### config.mk
export PLATFORM = sky130hd
export DESIGN_NAME = shift_unit_seq
export DESIGN_NICKNAME = d
export VERILOG_FILES = /design/src/rtl/shift_unit_seq.sv
export SDC_FILE = /design/constraint.sdc
export NUM_CORES = 1
export LEC_CHECK = 0
export BUFFER_PORTS_ARGS = -buffer_cell sky130_fd_sc_hd__clkbuf_2
export CORE_ASPECT_RATIO = 0.6
export CORE_MARGIN = 1.5
export CORE_UTILIZATION = 45
export CTS_CLUSTER_SIZE = 24
export DETAILED_ROUTE_END_ITERATION = 16
export HOLD_SLACK_MARGIN = 0.06
export SYNTH_ARGS = -nofsm -noshare
export SYNTH_HDL_FRONTEND = slang
export SYNTH_SLANG_ARGS = --single-unit
### constraint.sdc
create_clock -name i_clk -period 4.3 [get_ports i_clk]
set_clock_uncertainty 0.05 [all_clocks]
set_input_delay 0.215 -clock i_clk [delete_from_list [all_inputs] [get_ports i_clk]]
set_output_delay 0.215 -clock i_clk [all_outputs]
set_load 0.02 [all_outputs]
### src/rtl/shift_unit_seq.sv
// Iterative shifter (SLL/SRL/SRA/ROL) moving up to STEP bit positions per clock,
// with valid/ready handshakes on the request and result sides.
module shift_unit_seq #(
    parameter int unsigned WIDTH   = 32,
    parameter int unsigned SHAMT_W = $clog2(WIDTH),
    parameter int unsigned STEP    = 4
) (
    input  logic               i_clk,
    input  logic               i_rst_n,
    input  logic               i_valid,
    output logic               o_ready,
    input  logic [WIDTH-1:0]   i_data,
    input  logic [SHAMT_W-1:0] i_shamt,
    input  logic [1:0]         i_mode,
    output logic               o_valid,
    input  logic               i_ready,
    output logic [WIDTH-1:0]   o_data,
    output logic               o_busy
);

    localparam logic [SHAMT_W-1:0] STEP_AMT  = SHAMT_W'(STEP);
    localparam logic [SHAMT_W:0]   WIDTH_AMT = (SHAMT_W+1)'(WIDTH);

    localparam logic [1:0] MODE_SLL = 2'b00;
    localparam logic [1:0] MODE_SRL = 2'b01;
    localparam logic [1:0] MODE_SRA = 2'b10;
    localparam logic [1:0] MODE_ROL = 2'b11;

    typedef enum logic [1:0] {
        IDLE  = 2'd0,
        SHIFT = 2'd1,
        DONE  = 2'd2
    } state_e;

    state_e             state_q, state_d;
    logic               ready_q, ready_d;
    logic               valid_q, valid_d;
    logic               busy_q, busy_d;
    logic [WIDTH-1:0]   data_q, data_d;
    logic [WIDTH-1:0]   work_q, work_d;
    logic [SHAMT_W-1:0] rem_q, rem_d;
    logic [1:0]         mode_q, mode_d;

    logic [SHAMT_W-1:0] step_k;
    logic [SHAMT_W:0]   rot_back;
    logic [WIDTH-1:0]   shifted;

    // One partial shift of the working register by min(STEP, remaining)
    always_comb begin
        step_k   = (rem_q > STEP_AMT) ? STEP_AMT : rem_q;
        rot_back = WIDTH_AMT - {1'b0, step_k};
        shifted  = work_q;
        case (mode_q)
            MODE_SLL: shifted = work_q << step_k;
            MODE_SRL: shifted = work_q >> step_k;
            MODE_SRA: shifted = $signed(work_q) >>> step_k;
            MODE_ROL: shifted = (work_q << step_k) | (work_q >> rot_back);
            default:  shifted = work_q;
        endcase
    end

    // Next-state and registered-output logic
    always_comb begin
        state_d = state_q;
        ready_d = ready_q;
        valid_d = valid_q;
        data_d  = data_q;
        work_d  = work_q;
        rem_d   = rem_q;
        mode_d  = mode_q;
        case (state_q)
            IDLE: begin
                ready_d = 1'b1;
                if (i_valid && ready_q) begin
                    ready_d = 1'b0;
                    work_d  = i_data;
                    mode_d  = i_mode;
                    rem_d   = i_shamt;
                    if (i_shamt == '0) begin
                        data_d  = i_data;
                        valid_d = 1'b1;
                        state_d = DONE;
                    end else begin
                        state_d = SHIFT;
                    end
                end
            end
            SHIFT: begin
                work_d = shifted;
                rem_d  = rem_q - step_k;
                if (rem_q == step_k) begin
                    data_d  = shifted;
                    valid_d = 1'b1;
                    state_d = DONE;
                end
            end
            DONE: begin
                if (i_ready) begin
                    valid_d = 1'b0;
                    ready_d = 1'b1;
                    state_d = IDLE;
                end
            end
            default: begin
                state_d = IDLE;
                valid_d = 1'b0;
                ready_d = 1'b0;
            end
        endcase
        busy_d = (state_d != IDLE);
    end

    always_ff @(posedge i_clk or negedge i_rst_n) begin
        if (!i_rst_n) begin
            state_q <= IDLE;
            ready_q <= 1'b0;
            valid_q <= 1'b0;
            busy_q  <= 1'b0;
            data_q  <= '0;
            work_q  <= '0;
            rem_q   <= '0;
            mode_q  <= '0;
        end else begin
            state_q <= state_d;
            ready_q <= ready_d;
            valid_q <= valid_d;
            busy_q  <= busy_d;
            data_q  <= data_d;
            work_q  <= work_d;
            rem_q   <= rem_d;
            mode_q  <= mode_d;
        end
    end

    assign o_ready = ready_q;
    assign o_valid = valid_q;
    assign o_busy  = busy_q;
    assign o_data  = data_q;

endmodule

==> impl_metrics.yaml, run 1 <==
critical_path:
  cp-startpoint: "rem_q[3]$_DFFE_PN0P_"
  cp_data_arrival_time_ns: 3.93
  rrSetupSlack_ns: 0.55
  critPathKind: "register to register"
  timing.rr.end: "work_q[0]$_DFFE_PN0P_"
  endpoint_kind: "register"
  required_ns: 4.48
  r2r-start: "rem_q[3]$_DFFE_PN0P_"
  startpoint_type: "register"
  r2r_cells: 9
  crit_fanout: 17
yosys:
  yosys-top-cells-count: "nand2_1 (129), dfrtp_1 (76), nor2_1 (73), clkbuf_1 (65), a21oi_1 (50)"
  avgSynthCellArea_sq_um: 8.393
  ys_types: 67
  yosys.area.top_type: "dfrtp_1"
  synthMuxAreaShare_pct: 23.68
  synth_flop_cell: "dfrtp_1"
  synthTopCellsByArea: "dfrtp_1 (28%), mux4_2 (11%), nand2_1 (7.1%)"
  synth_top_family_by_area: "multiplexers"
  netlist_area_sq_mm: 0.006849
  yosysWarnings: 0
  synth_compound_area_share_pct: 22.32
  synth-edff-count: 0
  ys_seq_elements: 76
  synthAdderAreaFrac_pct: 0.5480
  async_flop_share_pct: 100.0
  synthXorXnorAreaFrac_pct: 0.3836
  synth_nets: 862
  yosysMostFrequentCell: "nand2_1"
  synth-simple-area-share_pct: 18.94
  ys_seq_area_share_pct: 27.77
  synth_top_area_share_pct: 27.77
  syn_inst: 816
cells_and_area:
  drive_above_1_share_pct: 24.32
  num-nets-final: 884
  syn_to_final_growth_pct: 12.24
  antennaDiodeCount: 0
clock_network:
  cts_buffer_depth: 2
  h-tree-depth: 3
  post_cts_buffers: 0
  cts_tree: "yes"
  cts.clk_slew.worst_paths_ns: 0.07
  clk_latency_ns: 0.34
  numCtsBuffers: 9
  clockRootBuffer: "clkbuf_16"
  cts.sink_count: 76
placement:
  port_buffers: 77
  dp_slack_ns: 0.6645
  dp_hpwl_mm: 18.38
  gp_congestion: 0.9876
die:
  dieArea_sq_mm: 0.01599
  die_h_um: 98.56
  initial_core_util_pct: 46.67
  ios: 78
  fp.coreArea_sq_mm: 0.01468
  row_count: 34
  die_w_um: 162.3
routing:
  finalWirelength_mm: 26.77
  antenna_left: 0
  drc_errors: 0
  num_vias: 7086
  drtIter0Drc: 737
  wl_per_cell_um: 25.71
  viasPerCell: 6.807
  drt-pass1-iter-count: 5
grt:
  antenna_found_initial: 0
  track_usage_pct: 34.13
  gr-total-overflow: 0
  grt_max_degree: 77
  grt_pass1_wl_mm: 41.17
  grt_pass1_vias: 6683
sta:
  timing.setup.tns_ns: 0
  grt_setup_unrepaired: "false"
  final.setup.worst_slack_ns: 0.5486
  finalCritPeriodShare_pct: 87.24
  relSlewSlack_pct: 33.33
  tightest_slew_ns: 1.000
  hold_viol_final: 0
  finalCriticalPeriod_ns: 3.751
  final-max-slew-violation-count: 0
  finalSetupViolCount: 0
  fmax_mhz: 266.6
min_path:
  min_from: "i_data[21]"
  whs_path_depth: 3
  min_path_type: "input pin to register"
  min_to: "o_data[21]$_DFFE_PN0P_"
run:
  max-cap-violations: 0
outcome:
  status: "completed"
==> worst max-delay path by stage <==
stage | depth (start not counted) | to | slack [ns]
after floorplan | 12 | o_data[0]$_DFFE_PN0P_ | 0.77
final | 9 | work_q[0]$_DFFE_PN0P_ | 0.55
after detailed placement | 9 | work_q[0]$_DFFE_PN0P_ | 0.66
after global routing | 9 | work_q[0]$_DFFE_PN0P_ | 0.44
after global placement | 9 | o_data[0]$_DFFE_PN0P_ | 0.72
after CTS | 9 | work_q[0]$_DFFE_PN0P_ | 0.64
==> cells by family (layout without fill, tap and decap cells) <==
kind of cell | after synthesis | after routing
AND/OR/NAND/NOR | 286 | 286
buffers and inverters | 106 | 133
adder cells (fa/ha/maj) | 3 | 3
other | 2 | 2
flip-flops | 76 | 76
multiplexers | 116 | 116
XOR/XNOR | 3 | 3
AO/OA/AOI/OAI | 224 | 224
==> routing by layer <==
layer | GRT usage (%) | up-vias | routed length (um)
li1 | - | 3083 | -
met1 | 52.25 | 3460 | 11930
met2 | 47.76 | 497 | 10960
met3 | 8.502 | 46 | 3427
met4 | 7.833 | 0 | 450
met5 | 0 | - | 0
==> worst max-delay path, stage by stage (launching register included) <==
cell and delay [ns]:
dfrtp_1 0.58, nor4b_4 0.37, inv_2 0.24, ha_1 0.55
inv_1 0.48, mux4_2 0.40, a22oi_1 0.15, nor3_1 0.07
or3_1 0.45, mux2_2 0.29
==> through the flow <==
| step | hold slack [ns] | cell area [sq um] | std cells | util [%] |
|---|---|---|---|---|
| 2_1_floorplan | -0.1306 | 6849 | 816 | - |
| 3_3_place_gp | 0.3698 | 7320 | 1020 | 49.87 |
| 3_5_place_dp | 0.3760 | 7320 | 1020 | 49.87 |
| 4_1_cts | 0.07489 | 7687 | 1041 | 52.38 |
| 5_1_grt | 0.08322 | 7687 | 1041 | 52.38 |
| 6_report | 0.08280 | 7687 | 1041 | 52.38 |
==> sequential cells by signal, indices dropped and copies added (netlist names) <==
signal   cells
mode_q       2
o_busy       1
state_q      2
o_data      32
o_valid      1
rem_q        5
o_ready      1
work_q      32
==> layout make-up <==
cell class	instances	area, sq um
tap	198	247.7
sequential	76	1903
timing repair buffer	108	633.1
clock inverter	5	85.08
inverter	9	33.78
clock buffer	11	232.7
multi-input combinational	634	4552
fill	1353	6989
==> repair_timing <==
action                                 CTS  global route
endpoints found under the hold margin   80             0
gates resized for setup                  0             0
hold buffers                             5             0
==> layout by cell type (no fill, tap or decap), types with 8 or more instances in the layout <==
master       n
clkbuf_16    9
nand3_1     24
a31oi_1     21
mux2_2      38
nor2_1      72
a221oi_1     8
o21ai_0     38
mux4_2      33
a311oi_1     8
clkbuf_2    76
buf_4       27
mux2i_1     45
o31ai_1     19
o211ai_1    10
a21oi_1     50
dfrtp_1     75
nand2_1    129
nor3_1      12
Power of run 1 is not shown: default switching activity piles up to over one toggle a cycle in this logic, so the estimate is an artifact.
==> inputs of run 2 (changes only) <==
Settings changed: MAX_ROUTING_LAYER from default to met4, RECOVER_POWER from default to 50.
==> run 2 against run 1 <==
Against the previous run: the flow now finishes with violations (capacitance limit, slew limit); maximum frequency is 7.6% higher; design area is 0.13% higher; utilization is 0.068 points higher; non-clock buffer count is 5 higher; routed wire length is 0.93% higher; first-iteration DRC count is 6.8% higher; global-route usage is 1.5 points higher; via count is 0.62% higher; sequential share of layout area hardly changed; cell count is 0.48% higher; critical path depth stayed put; highest routed layer unchanged; sequential cell count stayed put.
==> impl_metrics.yaml, run 2 (synthesis results as in run 1) <==
outcome:
  status: "finished with violations"
  violations: "capacitance limit, slew limit"
cells_and_area:
  syn_to_final_growth_pct: 12.39
  mostFrequentLayoutCells: "nand2_1 (129), dfrtp_1 (75), nor2_1 (72), a21oi_1 (50), mux2i_1 (45)"
  final_common_cell: "nand2_1"
  drive_above_1_share_pct: 20.64
  antennaDiodeCount: 0
  fin_cells: 1046
  num-nets-final: 889
clock_network:
  post_cts_buffers: 0
  cts.clk_slew.worst_paths_ns: 0.07
  cts_resized: 0
  ctsHoldBuffers: 5
  cts_buffer_depth: 2
  cts.sink_count: 76
  h-tree-depth: 3
  clockRootBuffer: "clkbuf_16"
  cts_tree: "yes"
  clk_latency_ns: 0.34
  numCtsBuffers: 9
grt:
  gr-total-overflow: 0
  track_usage_pct: 35.60
  grt_max_degree: 77
  grt_pass1_wl_mm: 41.83
  antenna_found_initial: 0
  grt_pass1_vias: 6700
placement:
  dp_hpwl_mm: 18.89
  gp_congestion: 1.024
  dpl.cell_count: 1025
  port_buffers: 77
routing:
  antenna_left: 0
  drt-pass1-iter-count: 5
  num_vias: 7130
  drtIter0Drc: 787
  finalWirelength_mm: 27.02
  viasPerCell: 6.816
  drc_errors: 0
  wl_per_cell_um: 25.83
die:
  row_count: 34
  dieArea_sq_mm: 0.01599
  ios: 78
  die_w_um: 162.3
  fp.coreArea_sq_mm: 0.01468
  initial_core_util_pct: 46.67
  die_h_um: 98.56
sta:
  hold_viol_final: 0
  final-max-slew-violation-count: 77
  tightest_slew_ns: 1.965
  finalCriticalPeriod_ns: 3.485
  finalSetupViolCount: 0
  fmax_mhz: 286.9
  relSlewSlack_pct: -30.97
  finalCritPeriodShare_pct: 81.06
  timing.setup.tns_ns: 0
  grt_setup_unrepaired: "false"
critical_path:
  required_ns: 4.48
  path_cells: "nor4b_4 -> inv_2 -> ha_1 -> inv_1 -> mux4_2 -> a22oi_1 -> nor3_1 -> or3_1 -> mux2_2"
  rrSetupSlack_ns: 0.81
  cp-startpoint: "rem_q[4]$_DFFE_PN0P_"
  startpoint_type: "register"
  crit_buf_inv: 2
  cp-endpoint: "work_q[0]$_DFFE_PN0P_"
  critPathKind: "register to register"
  r2r_cells: 9
  cp_data_arrival_time_ns: 3.66
  critPathMaxStageDelay_ns: 0.57
  cp.depth: 9
  r2r-start: "rem_q[4]$_DFFE_PN0P_"
  crit_slowest_cell: "dfrtp_1"
  endpoint_kind: "register"
  crit_fanout: 14
  cpLargestDelayFamily: "simple AND/OR/NAND/NOR gates"
  timing.rr.end: "work_q[0]$_DFFE_PN0P_"
run:
  max-cap-violations: 1
min_path:
  min_path_type: "input pin to register"
[run 2: how the worst min path moves through the flow]
| stage | startpoint | endpoint | slack, ns | cells after the start |
|---|---|---|---|---|
| after detailed placement | i_mode[0] | mode_q[0]$_DFFE_PN0P_ | 0.39 | 3 |
| after CTS | i_data[3] | work_q[3]$_DFFE_PN0P_ | 0.06 | 3 |
| after floorplan | i_rst_n | mode_q[0]$_DFFE_PN0P_ | -0.13 | 0 |
| after global placement | i_rst_n | o_ready$_DFFE_PN0P_ | 0.37 | 1 |
| final | i_data[3] | work_q[3]$_DFFE_PN0P_ | 0.07 | 3 |
| after global routing | i_data[3] | work_q[3]$_DFFE_PN0P_ | 0.08 | 3 |
[run 2: cell type report]
class | count | area (sq um)
Inverter | 9 | 33.78
Clock inverter | 6 | 111.4
Timing Repair Buffer | 113 | 620.6
Tap cell | 198 | 247.7
Sequential cell | 76 | 1903
Clock buffer | 10 | 229.0
Fill cell | 1440 | 6979
Multi-Input combinational cell | 634 | 4552
[run 2: layer usage]
metal	vias up	GRT usage, %	share of wire [%]
li1	3097	-	-
met1	3515	52.95	45
met2	481	47.93	41
met3	37	8.880	12
met4	0	8.045	1.5
met5	-	-	0
[run 2: tightest hold or removal path: cells and delay by family]
kind            cells  cell delay (ns)
compound gates      1             0.08
simple gates        1             0.06
buf+inv             1             0.08
[run 2: through the flow]
stage | area, sq um | hold WS (ns) | utilization [%] | setup WS, ns
3_5_place_dp | 7357 | 0.3934 | 50.13 | 0.9193
4_1_cts | 7747 | 0.06366 | 52.79 | 0.8784
5_1_grt | 7697 | 0.07897 | 52.45 | 0.6831
2_1_floorplan | 6849 | -0.1306 | - | 0.7734
6_report | 7697 | 0.07396 | 52.45 | 0.8146
3_3_place_gp | 7357 | 0.3709 | 50.13 | 0.9602
Power of run 2 is left out for the same reason.
